**src/rtl/seq_mini_alu.sv**
```systemverilog
// Multi-cycle mini ALU with valid/ready handshakes: single-cycle ADD/SUB/logic,
// iterative shift-add MUL and restoring DIV/REM. Define SEQ_ALU_FAST_MUL_EN for a one-cycle MUL.
module seq_mini_alu #(
  parameter int WIDTH = 32,
  parameter int CNT_W = $clog2(WIDTH + 1)
) (
  input  logic             clk,
  input  logic             rst,
  input  logic             en,
  input  logic             in_valid,
  output logic             in_ready,
  input  logic [3:0]       in_op,
  input  logic [WIDTH-1:0] in_a,
  input  logic [WIDTH-1:0] in_b,
  output logic             out_valid,
  input  logic             out_ready,
  output logic [WIDTH-1:0] out_data,
  output logic             out_err,
  output logic             out_zero
);

  // Handshake: a transfer happens on a rising edge where valid && ready are both 1;
  // out_data/out_err/out_zero stay stable while out_valid is high and out_ready is low.

  localparam logic [1:0] S_IDLE = 2'd0;
  localparam logic [1:0] S_BUSY = 2'd1;
  localparam logic [1:0] S_DONE = 2'd2;

  localparam logic [3:0] OP_ADD = 4'd0;
  localparam logic [3:0] OP_SUB = 4'd1;
  localparam logic [3:0] OP_MUL = 4'd2;
  localparam logic [3:0] OP_DIV = 4'd3;
  localparam logic [3:0] OP_AND = 4'd4;
  localparam logic [3:0] OP_OR  = 4'd5;
  localparam logic [3:0] OP_XOR = 4'd6;
  localparam logic [3:0] OP_REM = 4'd7;

  logic [1:0]       state;
  logic [CNT_W-1:0] cnt;
  logic [3:0]       op_q;
  // MUL: acc = running product, sh_a = shifted multiplicand, sh_b = multiplier (LSB first).
  // DIV/REM: acc = partial remainder, sh_a = dividend shifting into quotient, sh_b = divisor.
  logic [WIDTH-1:0] acc;
  logic [WIDTH-1:0] sh_a;
  logic [WIDTH-1:0] sh_b;

  logic [WIDTH-1:0] fast_res;
  logic             fast_err;
  logic             is_iter;

  logic [WIDTH-1:0] mul_acc_nx;
  logic [WIDTH:0]   rem_sh;
  logic [WIDTH:0]   rem_sub;
  logic             div_ge;
  logic [WIDTH-1:0] rem_nx;
  logic [WIDTH-1:0] quo_nx;
  logic [WIDTH-1:0] iter_res;
  logic             iter_err;

  assign in_ready  = (state == S_IDLE) && en;
  assign out_valid = (state == S_DONE);

  always_comb begin
    fast_res = '0;
    fast_err = 1'b0;
    is_iter  = 1'b0;
    case (in_op)
      OP_ADD: fast_res = in_a + in_b;
      OP_SUB: fast_res = in_a - in_b;
`ifdef SEQ_ALU_FAST_MUL_EN
      OP_MUL: fast_res = in_a * in_b;
`else
      OP_MUL: is_iter = 1'b1;
`endif
      OP_DIV: is_iter = 1'b1;
      OP_AND: fast_res = in_a & in_b;
      OP_OR:  fast_res = in_a | in_b;
      OP_XOR: fast_res = in_a ^ in_b;
      OP_REM: is_iter = 1'b1;
      default: fast_err = 1'b1;
    endcase
  end

  always_comb begin
    mul_acc_nx = acc + (sh_b[0] ? sh_a : '0);
    rem_sh     = {acc, sh_a[WIDTH-1]};
    rem_sub    = rem_sh - {1'b0, sh_b};
    // No borrow means the shifted remainder was >= divisor; b == 0 therefore
    // yields an all-ones quotient and a remainder equal to the dividend.
    div_ge     = !rem_sub[WIDTH];
    rem_nx     = div_ge ? rem_sub[WIDTH-1:0] : rem_sh[WIDTH-1:0];
    quo_nx     = {sh_a[WIDTH-2:0], div_ge};
    iter_res   = '0;
    case (op_q)
      OP_MUL:  iter_res = mul_acc_nx;
      OP_DIV:  iter_res = quo_nx;
      OP_REM:  iter_res = rem_nx;
      default: iter_res = '0;
    endcase
    iter_err = (op_q != OP_MUL) && (sh_b == '0);
  end

  always_ff @(posedge clk) begin
    if (rst) begin
      state    <= S_IDLE;
      cnt      <= '0;
      op_q     <= '0;
      acc      <= '0;
      sh_a     <= '0;
      sh_b     <= '0;
      out_data <= '0;
      out_err  <= 1'b0;
      out_zero <= 1'b1;
    end else begin
      case (state)
        S_IDLE: begin
          if (in_valid && en) begin
            op_q <= in_op;
            if (is_iter) begin
              state <= S_BUSY;
              cnt   <= CNT_W'(WIDTH);
              acc   <= '0;
              sh_a  <= in_a;
              sh_b  <= in_b;
            end else begin
              state    <= S_DONE;
              out_data <= fast_res;
              out_err  <= fast_err;
              out_zero <= (fast_res == '0);
            end
          end
        end
        S_BUSY: begin
          cnt <= cnt - CNT_W'(1);
          if (op_q == OP_MUL) begin
            acc  <= mul_acc_nx;
            sh_a <= sh_a << 1;
            sh_b <= sh_b >> 1;
          end else begin
            acc  <= rem_nx;
            sh_a <= quo_nx;
          end
          if (cnt == CNT_W'(1)) begin
            state    <= S_DONE;
            out_data <= iter_res;
            out_err  <= iter_err;
            out_zero <= (iter_res == '0);
          end
        end
        S_DONE: begin
          if (out_ready) state <= S_IDLE;
        end
        default: state <= S_IDLE;
      endcase
    end
  end

endmodule

```
**config.mk**
```make
export PLATFORM = sky130hd
export DESIGN_NAME = seq_mini_alu
export DESIGN_NICKNAME = d
export VERILOG_FILES = /design/src/rtl/seq_mini_alu.sv
export SDC_FILE = /design/constraint.sdc
export NUM_CORES = 1
export LEC_CHECK = 0
export BUFFER_PORTS_ARGS = -buffer_cell sky130_fd_sc_hd__buf_2
export CORE_MARGIN = 3
export CORE_UTILIZATION = 55
export CTS_CLUSTER_SIZE = 24
export DETAILED_ROUTE_END_ITERATION = 16
export PLACE_DENSITY = 0.77
export SLEW_MARGIN = 20
export SYNTH_ARGS = -nofsm -noshare
export SYNTH_HDL_FRONTEND = slang
export SYNTH_SLANG_ARGS = --single-unit
```
**constraint.sdc**
```tcl
create_clock -name clk -period 5.3 [get_ports clk]
set_input_delay 0.53 -clock clk [delete_from_list [all_inputs] [get_ports clk]]
set_output_delay 0.53 -clock clk [all_outputs]
set_load 0.02 [all_outputs]
```
### Yosys cells after proc, flatten, opt, wreduce, memory -nomap -nowiden

Index checks and enable logic that the tools add are counted.

| word-level totals | value |
|---|---|
| flip-flop bits (word level) | 142 |
| bits in latches | 0 |
| RAM bits | 0 |
| bits in read-only memories | 0 |
| input bits | 73 |
| output and inout port bits | 36 |
| logic and storage cells | 92 |
| memories kept | 0 |

| cells by class | value |
|---|---|
| $add $sub $neg | 5 |
| multipliers | 0 |
| div/mod/pow operators | 0 |
| $lt $le $gt $ge | 0 |
| equality and inequality tests | 20 |
| shift operators | 0 |
| muxes and demuxes | 38 |
| bitwise logic cells | 3 |
| reduce and logical (&&, ||, !) cells | 17 |

Operators with widths:

| operator | count |
|---|---|
| 32-bit two-way mux | 13 |
| 32-bit case mux with 2 select lines | 4 |
| 32-bit case mux with 5 select lines | 1 |
| 32-bit zero test | 3 |
| 32-bit case mux with 3 select lines | 1 |
| 32-bit adder | 2 |
| 33-bit by 32-bit subtractor with 33-bit output | 1 |
| 32-bit bitwise AND | 1 |
| 32-bit OR | 1 |
| 32-bit subtractor | 1 |
| 32-bit bitwise XOR | 1 |
| 4-bit by 3-bit == test with 1-bit output, second input constant | 5 |
| 4-bit by 2-bit == test with 1-bit output, second input constant | 4 |
| 6-bit two-way mux | 2 |
| 6-bit case mux with 2 select lines | 1 |
| 1-bit two-way mux | 9 |
| 2-bit two-way mux | 4 |
| 2-bit != test, second input constant | 4 |
| 4-bit AND reduction | 2 |
| 8-bit OR reduction | 1 |
| 6-bit by 1-bit == test with 1-bit output, second input constant | 1 |
| 2-bit case mux with 3 select lines | 1 |
| 3-bit AND reduction | 2 |
| 6-bit by 1-bit subtractor with 6-bit output, second input constant | 1 |
| 13 further kinds | 17 |

### Logic depth before layout (Yosys ltp)

Gate-level depths: netlist of the first run.

| logic depth | value |
|---|---|
| depth in word-level cells | 6 |
| depth in mapped cells | 23 |
| depth with buffers taken out | 22 |

### Worst setup path after synthesis of the first run

OpenSTA, ideal clock, no wires.

| timing path | value |
|---|---|
| path type | input port to flip-flop |
| start point | input in_op[3] |
| end point | register out_zero |
| setup time | 0.125 ns |
| data arrival time | 5.221 ns |
| data required time | 5.175 ns |
| path slack | -0.046 ns |
| stages | 22 |
| buffers on the path | 5 |
| cells stage by stage | clkbuf_1 -> nor3_1 -> clkbuf_1 -> clkbuf_1 -> buf_1 -> nand2_1 -> clkbuf_1 -> o31ai_1 -> xnor2_1 -> ha_1 -> o21ai_0 -> a21o_1 -> a211o_1 -> a2111oi_0 -> nor3_1 -> or4_1 -> nand3_1 -> nor4_1 -> and3_1 -> nand4b_1 -> nor4_1 -> o41a_1 |

| between the ends | value |
|---|---|
| cells in the longest elaborated chain, start to end | 6 |
| elaborated cells between the ends (all ways) | 17 |
| those cells by class | eq/ne (8); mux (5); reduce/logical (4) |

RTL lines:

| element | line | source |
|---|---|---|
| start: declaration | 12 | `input logic [3:0] in_op,` |
| 4-bit by 3-bit == test with 1-bit output, or another cell as far along | 67 | `case (in_op)` |
| 32-bit case mux with 5 select lines | 67 |  |
| 32-bit zero test | 129 | `out_zero <= (fast_res == '0);` |
| 1-bit two-way mux | 119 | `if (is_iter) begin` |
| 1-bit two-way mux | 117 | `if (in_valid && en) begin` |
| 1-bit case mux with 2 select lines | 115 | `case (state)` |
| end signal: assignment | 129 |  |
| end signal: assignment | 147 | `out_zero <= (iter_res == '0);` |
| end: declaration | 19 | `output logic out_zero` |

Several ways; a longest one is shown, not always the timed one. The select of a mux whose other input is x is not followed.
A chain may end at the register's enable or synchronous reset.

### Final worst setup path of the first run

| timing path | value |
|---|---|
| start point | register sh_b[0] |
| end point | register out_zero |

| between the ends | value |
|---|---|
| cells in the longest elaborated chain, start to end | 6 |
| elaborated cells between the ends (all ways) | 9 |
| those cells by class | add/sub (2); mux (5); reduce/logical (2) |

RTL lines:

| element | line | source |
|---|---|---|
| start: declaration | 45 | `logic [WIDTH-1:0] sh_b;` |
| start signal: assignment | 124 | `sh_b <= in_b;` |
| start signal: assignment | 138 | `sh_b <= sh_b >> 1;` |
| 33-bit by 32-bit subtractor with 33-bit output / 32-bit two-way mux (equally long branches) | 87, 85 |  |
| 32-bit two-way mux, or another cell as far along | 91 | `rem_nx = div_ge ? rem_sub[WIDTH-1:0] : rem_sh[WIDTH-1:0];` |
| 32-bit case mux with 3 select lines * | 94 | `case (op_q)` |
| 32-bit zero test * | 147 |  |
| 1-bit two-way mux * | 143 | `if (cnt == CNT_W'(1)) begin` |
| 1-bit case mux with 2 select lines * | 115 |  |

Mark *: on every way between the ends. The rest lies on a longest branch, timed or not. The select of a mux whose other input is x is not followed.

==> results.ini, run 1 <==
[grt]
first_global_vias = 15771
globalRouteOverflowTotal = 0
grt_usage = 0.3595
antenna_found_initial = 2
grt_pass1_wl_um = 87860
grt_max_degree = 86

[final_layout]
num_antenna_cells = 0
drive_gt1_frac = 0.09196
final_net_count = 2476
final_common_cell = nand2_1
syn2layout_area_growth_pct = 9.394
final-instance-count-excl-fill = 2623
layout_common_cells = nand2_1 (341), nor2_1 (240), a21oi_1 (178)

[cts]
clk_latency_ns = 0.44
hold_buffers = 0
clockBufferDepth = 2
post_cts.repair.setup_buffers = 0
htreeDepth = 4
numCtsBuffers = 17
post_cts_resize_count = 0
clkTransAtPathRegs_ns = 0.07
cts_num_sinks = 142
root_buffer = clkbuf_16
cts_tree = built

[synthesis]
synth_warnings = 0
yosys.area.top_type_share = 0.1838
synth_area_mm2 = 0.01546
synth_async_sr_flop_share = 0
yosys.area.top_type = dfxtp_1
synth_cells = 2205
yosys_register_bits = 142
synthFlopType = dfxtp_1
ys_types = 83
ys_seq_area_frac = 0.1838
syn_nets = 2443
yosys-top-cells-area = dfxtp_1 (18%), ha_1 (13%), nand2_1 (8.3%)
synth_edf_count = 0
synth_area_per_cell_um2 = 7.013

[critical_path]
crit_family = simple AND/OR/NAND/NOR gates
critical_path_class = reg2reg
worstSetupStartpointType = register
worstPathCellList = buf_4 -> and2_1 -> ha_1 -> fa_1 -> a21oi_1 -> nor2_1 -> o211ai_1 -> o221ai_1 -> xor2_1 -> a22o_1 -> nor3_1 -> nand4_1 -> nor4_1 -> buf_4 -> nand4_1 -> nor4_1 -> o41a_1
worstPathMaxFanout = 34
cp.buffers_inverters = 2
cp.required_ns = 5.67
worstPathArrival_ns = 5.15
cp_slowest_stage_delay_ns = 0.54
slowest_stage = nor3_1
crit_path_end_kind = register

[sta]
fin_crit_sh = 0.9014
slew_headroom = 0.3092
skew_ns = 0.01496
worst_pin_slew_ns = 1.036
hold-worst-slack_ns = 0.4232
rsz0062_at_grt = no
finalSetupViolations = 0
drv_slew = 0
max_freq_ghz = 0.2093
tns_ns = 0
period_needed_ns = 4.778
hold_viol_final = 0
setup_ws_ns = 0.5225

[routing]
vias_per_cell = 6.523
drtIter0Drc = 2171
routedWlPerCell_um = 21.33
ant_nets = 0
dr.pass1.iters = 7
drcViolationCount = 0
wl_um = 55960
via_count = 17109

[placement]
post-dp-hpwl_um = 43320
dp_slack_ns = 0.2644
gp_congestion = 1.015
port_buffers = 108
dpl.cell_count = 2590

[power_and_ir_drop]
combPwrFrac = 0.372
p_clk_frac = 0.324
leakage_uw = 0.007273
switching_share = 0.3875
peakVddDrop_mv = 0.1737
p_int_uw = 2341
p_switching_uw = 1481
share_seq_of_total_power = 0.304
power_density_mw_per_mm2 = 225.9

[die]
io_pins = 109
start_util = 0.5659
core_area_mm2 = 0.02733
fp.dieH_um = 173.7
dieArea_mm2 = 0.03016
num_rows = 60
dieWidth_um = 173.7

[hold_path]
min_path_type = in2reg

[status]
run_status = complete, no violations

[run]
cap_violations = 0

-- logic make-up (layout without fill, tap and decap cells) --
family                     Yosys count  count (layout)  synth area share
and+or+nand+nor                    858             858            0.2509
DFF                                142             142            0.1838
AOI/OAI and AO/OA                  643             643            0.2831
xor gates and xnor gates           106             106           0.06004
adders and majority gates          165             165            0.1350
buffers and inverters              259             305           0.06586
muxes                               32              32           0.02128
-- cells in the mapped netlist, drive strengths merged (11+ instances only) --
cell / instances
a211oi: 30
a21o: 41
a21oi: 178
a221oi: 23
a22oi: 23
a311oi: 67
a31oi: 17
and2: 38
and3: 16
buf: 21
clkbuf: 116
dfxtp: 142
ha: 162
inv: 122
mux2i: 28
nand2: 342
nand2b: 22
nand3: 42
nand4: 31
nor2: 245
nor2b: 11
nor3: 41
nor4: 30
o211ai: 35
o21ai: 108
o221ai: 11
o31ai: 15
or3: 18
xnor2: 72
xor2: 34
-- metrics by stage --
stage                     total power, µW  cell area, µm²  utilization
after floorplan                      2149           15460            -
final                                3822           16920       0.6190
after global routing                 3997           16920       0.6190
after global placement               2537           16300       0.5965
after CTS                            3775           16900       0.6183
after detailed placement             2548           16300       0.5965
-- routing by layer --
layer  track usage  part of all wire
met4       0.08747             0.023
met3       0.05979              0.12
met2        0.5231              0.41
met5             0           0.00020
met1        0.5481              0.45
-- flip-flops by register name, indices dropped and copies added, names as in the netlist --
name      cells
acc          32
out_data     32
sh_a         32
sh_b         32
cnt           6
op_q          4
state         2
out_err       1
out_zero      1
-- path summary, 6_finish.rpt --
| kind | slack [ns] | startpoint | cells after the start | to |
|---|---|---|---|---|
| hold / removal | 0.42 | in_b[14] | 3 | sh_b[14]$_SDFFE_PP0P_ |
| hold reg to reg | 0.45 | out_data[2]$_SDFFE_PP0P_ | 2 | out_data[2]$_SDFFE_PP0P_ |
| setup / recovery | 0.52 | sh_b[0]$_SDFFE_PP0P_ | 17 | out_zero$_SDFFE_PP1P_ |
| setup reg to reg | 0.52 | sh_b[0]$_SDFFE_PP0P_ | 17 | out_zero$_SDFFE_PP1P_ |
-- layout make-up --
type,count,area (µm²)
Inverter,122,457.9
Clock buffer,19,442.9
Multi-Input combinational cell,1804,11660
Timing Repair Buffer,151,890.9
Tap cell,372,465.4
Clock inverter,13,153.9
Fill cell,2580,10410
Sequential cell,142,2843
-- worst reg2reg max path, stage by stage (launching register included) --
cell and delay, ns:
dfxtp_1 0.32, buf_4 0.26, and2_1 0.22, ha_1 0.23
fa_1 0.45, a21oi_1 0.26, nor2_1 0.13, o211ai_1 0.38
o221ai_1 0.23, xor2_1 0.20, a22o_1 0.20, nor3_1 0.55
nand4_1 0.19, nor4_1 0.29, buf_4 0.20, nand4_1 0.10
nor4_1 0.34, o41a_1 0.17
-- power by group through the flow --
stage | Clock (µW) | Combinational (µW) | Sequential (µW)
floorplan | 0 | 975 | 1170
global placement | 0 | 1360 | 1180
detailed placement | 0 | 1370 | 1180
CTS | 1240 | 1380 | 1160
global route | 1290 | 1550 | 1170
finish | 1240 | 1420 | 1160
(Power assumes the default switching activity.)
==> run 2: changes to the inputs <==
--- a/config.mk
+++ b/config.mk
@@ -8,6 +8,7 @@
 export BUFFER_PORTS_ARGS = -buffer_cell sky130_fd_sc_hd__buf_2
 export CORE_MARGIN = 3
 export CORE_UTILIZATION = 55
+export CTS_BUF_LIST = sky130_fd_sc_hd__clkbuf_8
 export CTS_CLUSTER_SIZE = 24
 export DETAILED_ROUTE_END_ITERATION = 16
 export PLACE_DENSITY = 0.77
==> results.ini, run 2 (synthesis gave the netlist of run 1 again) <==
[final_layout]
final-instance-count-excl-fill = 2623  ; unchanged
layout_common_cells = nand2_1 (341), nor2_1 (240), a21oi_1 (178)
num_antenna_cells = 0  ; unchanged
fill_cells = 2611  ; +1.2%
final_net_count = 2476  ; unchanged
multi_input_area_mm2 = 0.01166  ; unchanged
finalCoreUtilization = 0.6120  ; -0.007006
syn2layout_area_growth_pct = 8.156
final_common_cell = nand2_1
drive_gt1_frac = 0.09196  ; unchanged
regArea_mm2 = 0.002843  ; unchanged

[status]
run_status = complete, no violations

[critical_path]
reg2reg_setup_slack_ns = 0.45  ; -0.07 ns
cp_slowest_stage_delay_ns = 0.55  ; about the same
worstPathCellList = buf_4 -> and2_1 -> ha_1 -> fa_1 -> a21oi_1 -> nor2_1 -> o211ai_1 -> o221ai_1 -> xor2_1 -> a22o_1 -> nor3_1 -> nand4_1 -> nor4_1 -> buf_4 -> nand4_1 -> nor4_1 -> o41a_1
worstPathArrival_ns = 5.25  ; +0.10 ns
cp.buffers_inverters = 2  ; unchanged
worstSetupStartpointType = register
crit_family = simple AND/OR/NAND/NOR gates
crit_path_end_kind = register
slowest_stage = nor3_1
critical_path_class = reg2reg
r2r-end = out_zero$_SDFFE_PP1P_
worstPathMaxFanout = 34  ; unchanged
rr_startpoint = sh_b[0]$_SDFFE_PP0P_
r2r_cells = 17  ; unchanged
cp.required_ns = 5.70  ; +0.03 ns

[die]
fp.dieH_um = 173.7  ; unchanged
start_util = 0.5659  ; unchanged
dieArea_mm2 = 0.03016  ; unchanged
dieWidth_um = 173.7  ; unchanged
num_rows = 60  ; unchanged
io_pins = 109  ; unchanged
core_area_mm2 = 0.02733  ; unchanged

[sta]
worst_pin_slew_ns = 1.021  ; -0.01474 ns
slew_headroom = 0.3191  ; +0.009825
finalSetupViolations = 0  ; unchanged
drv_slew = 0  ; unchanged
rsz0062_at_grt = no
fin_crit_sh = 0.9144  ; +0.01300
hold-worst-slack_ns = 0.3834  ; -0.03982 ns
tns_ns = 0  ; unchanged
setup_ws_ns = 0.4536  ; -0.06888 ns
period_needed_ns = 4.846  ; +0.06888 ns
skew_ns = 0.02250  ; +0.007533 ns
max_freq_ghz = 0.2063  ; -1.4%
hold_viol_final = 0  ; unchanged

[grt]
grt_usage = 0.3577  ; -0.001733
globalRouteOverflowTotal = 0  ; unchanged
antenna_found_initial = 1  ; -1
grt_pass1_wl_um = 87330  ; -0.60%
first_global_vias = 15706  ; -0.41%
grt_max_degree = 86  ; unchanged

[cts]
clockBufferDepth = 2  ; unchanged
clkTransAtPathRegs_ns = 0.11  ; +0.04 ns
cts_num_sinks = 142  ; unchanged
clk_latency_ns = 0.48  ; +0.04 ns
htreeDepth = 4  ; unchanged
hold_buffers = 0  ; unchanged
cts_tree = built
post_cts_resize_count = 0  ; unchanged
post_cts.repair.setup_buffers = 0  ; unchanged
root_buffer = clkbuf_8
numCtsBuffers = 17  ; unchanged

[routing]
dr.pass1.iters = 7  ; unchanged
wl_um = 55640  ; -0.57%
vias_per_cell = 6.472  ; -0.78%
drcViolationCount = 0  ; unchanged
ant_nets = 0  ; unchanged
drtIter0Drc = 2195  ; +1.1%
routedWlPerCell_um = 21.21  ; -0.57%
via_count = 16976  ; -0.78%

[hold_path]
hold_path_end = sh_a[28]$_SDFFE_PP0P_
min_path_type = in2reg
min_from = in_a[28]
min_path_cells = 3  ; unchanged

[power_and_ir_drop]
leakage_uw = 0.007190  ; -1.1%
power_density_mw_per_mm2 = 209.1  ; -7.5%
peakVddDrop_mv = 0.1326  ; -24%

[placement]
dpl.cell_count = 2590  ; unchanged
post-dp-hpwl_um = 43320  ; unchanged
gp_congestion = 1.015  ; unchanged
dp_slack_ns = 0.2644  ; unchanged
port_buffers = 108  ; unchanged

[run]
cap_violations = 0  ; unchanged

run 2: worst register-to-register path: stages (launching register included):
cell and delay, ns:
dfxtp_1 0.34, buf_4 0.26, and2_1 0.22, ha_1 0.23, fa_1 0.45, a21oi_1 0.25
nor2_1 0.12, o211ai_1 0.39, o221ai_1 0.23, xor2_1 0.21, a22o_1 0.20, nor3_1 0.55
nand4_1 0.20, nor4_1 0.29, buf_4 0.19, nand4_1 0.11, nor4_1 0.36, o41a_1 0.17
run 2: metal layers:
metal  GRT usage  part of all wire  wire, µm  vias to the layer above
met1      0.5481              0.45     25220                     7907
met5           0                 0         0                        -
met4     0.08881             0.023      1254                        0
met2      0.5171              0.41     23050                      946
li1            -                 -         -                     8037
met3     0.05869              0.11      6119                       86
run 2: worst max-delay path by stage:
stage | start | end | slack (ns) | depth (start not counted)
floorplan | in_op[3] | out_zero$_SDFFE_PP1P_ | 0.005 | 22
global placement | in_b[8] | out_zero$_SDFFE_PP1P_ | 0.37 | 20
detailed placement | in_b[2] | out_zero$_SDFFE_PP1P_ | 0.26 | 22
CTS | sh_b[0]$_SDFFE_PP0P_ | out_zero$_SDFFE_PP1P_ | 0.62 | 17
global route | sh_b[0]$_SDFFE_PP0P_ | out_zero$_SDFFE_PP1P_ | 0.20 | 17
finish | sh_b[0]$_SDFFE_PP0P_ | out_zero$_SDFFE_PP1P_ | 0.45 | 17
run 2: power breakdown:
group	internal [µW]	switching (µW)
Combinational	515	901
Clock	438	482
Sequential	1110	50.8
Total	2060	1430
run 2: layout make-up:
cell class | instances | share of cell area
tap | 372 | 0.02783
sequential | 142 | 0.1700
clock inverter | 14 | 0.009426
clock buffer | 18 | 0.01481
inverter | 122 | 0.02738
timing repair buffer | 151 | 0.05327
multi-input combinational | 1804 | 0.6973
run 2: stage by stage:
stage / instance area (µm²) / power [µW]
detailed placement: 16300 / 2548
finish: 16720 / 3497
floorplan: 15460 / 2149
CTS: 16700 / 3452
global placement: 16300 / 2537
global route: 16720 / 3676
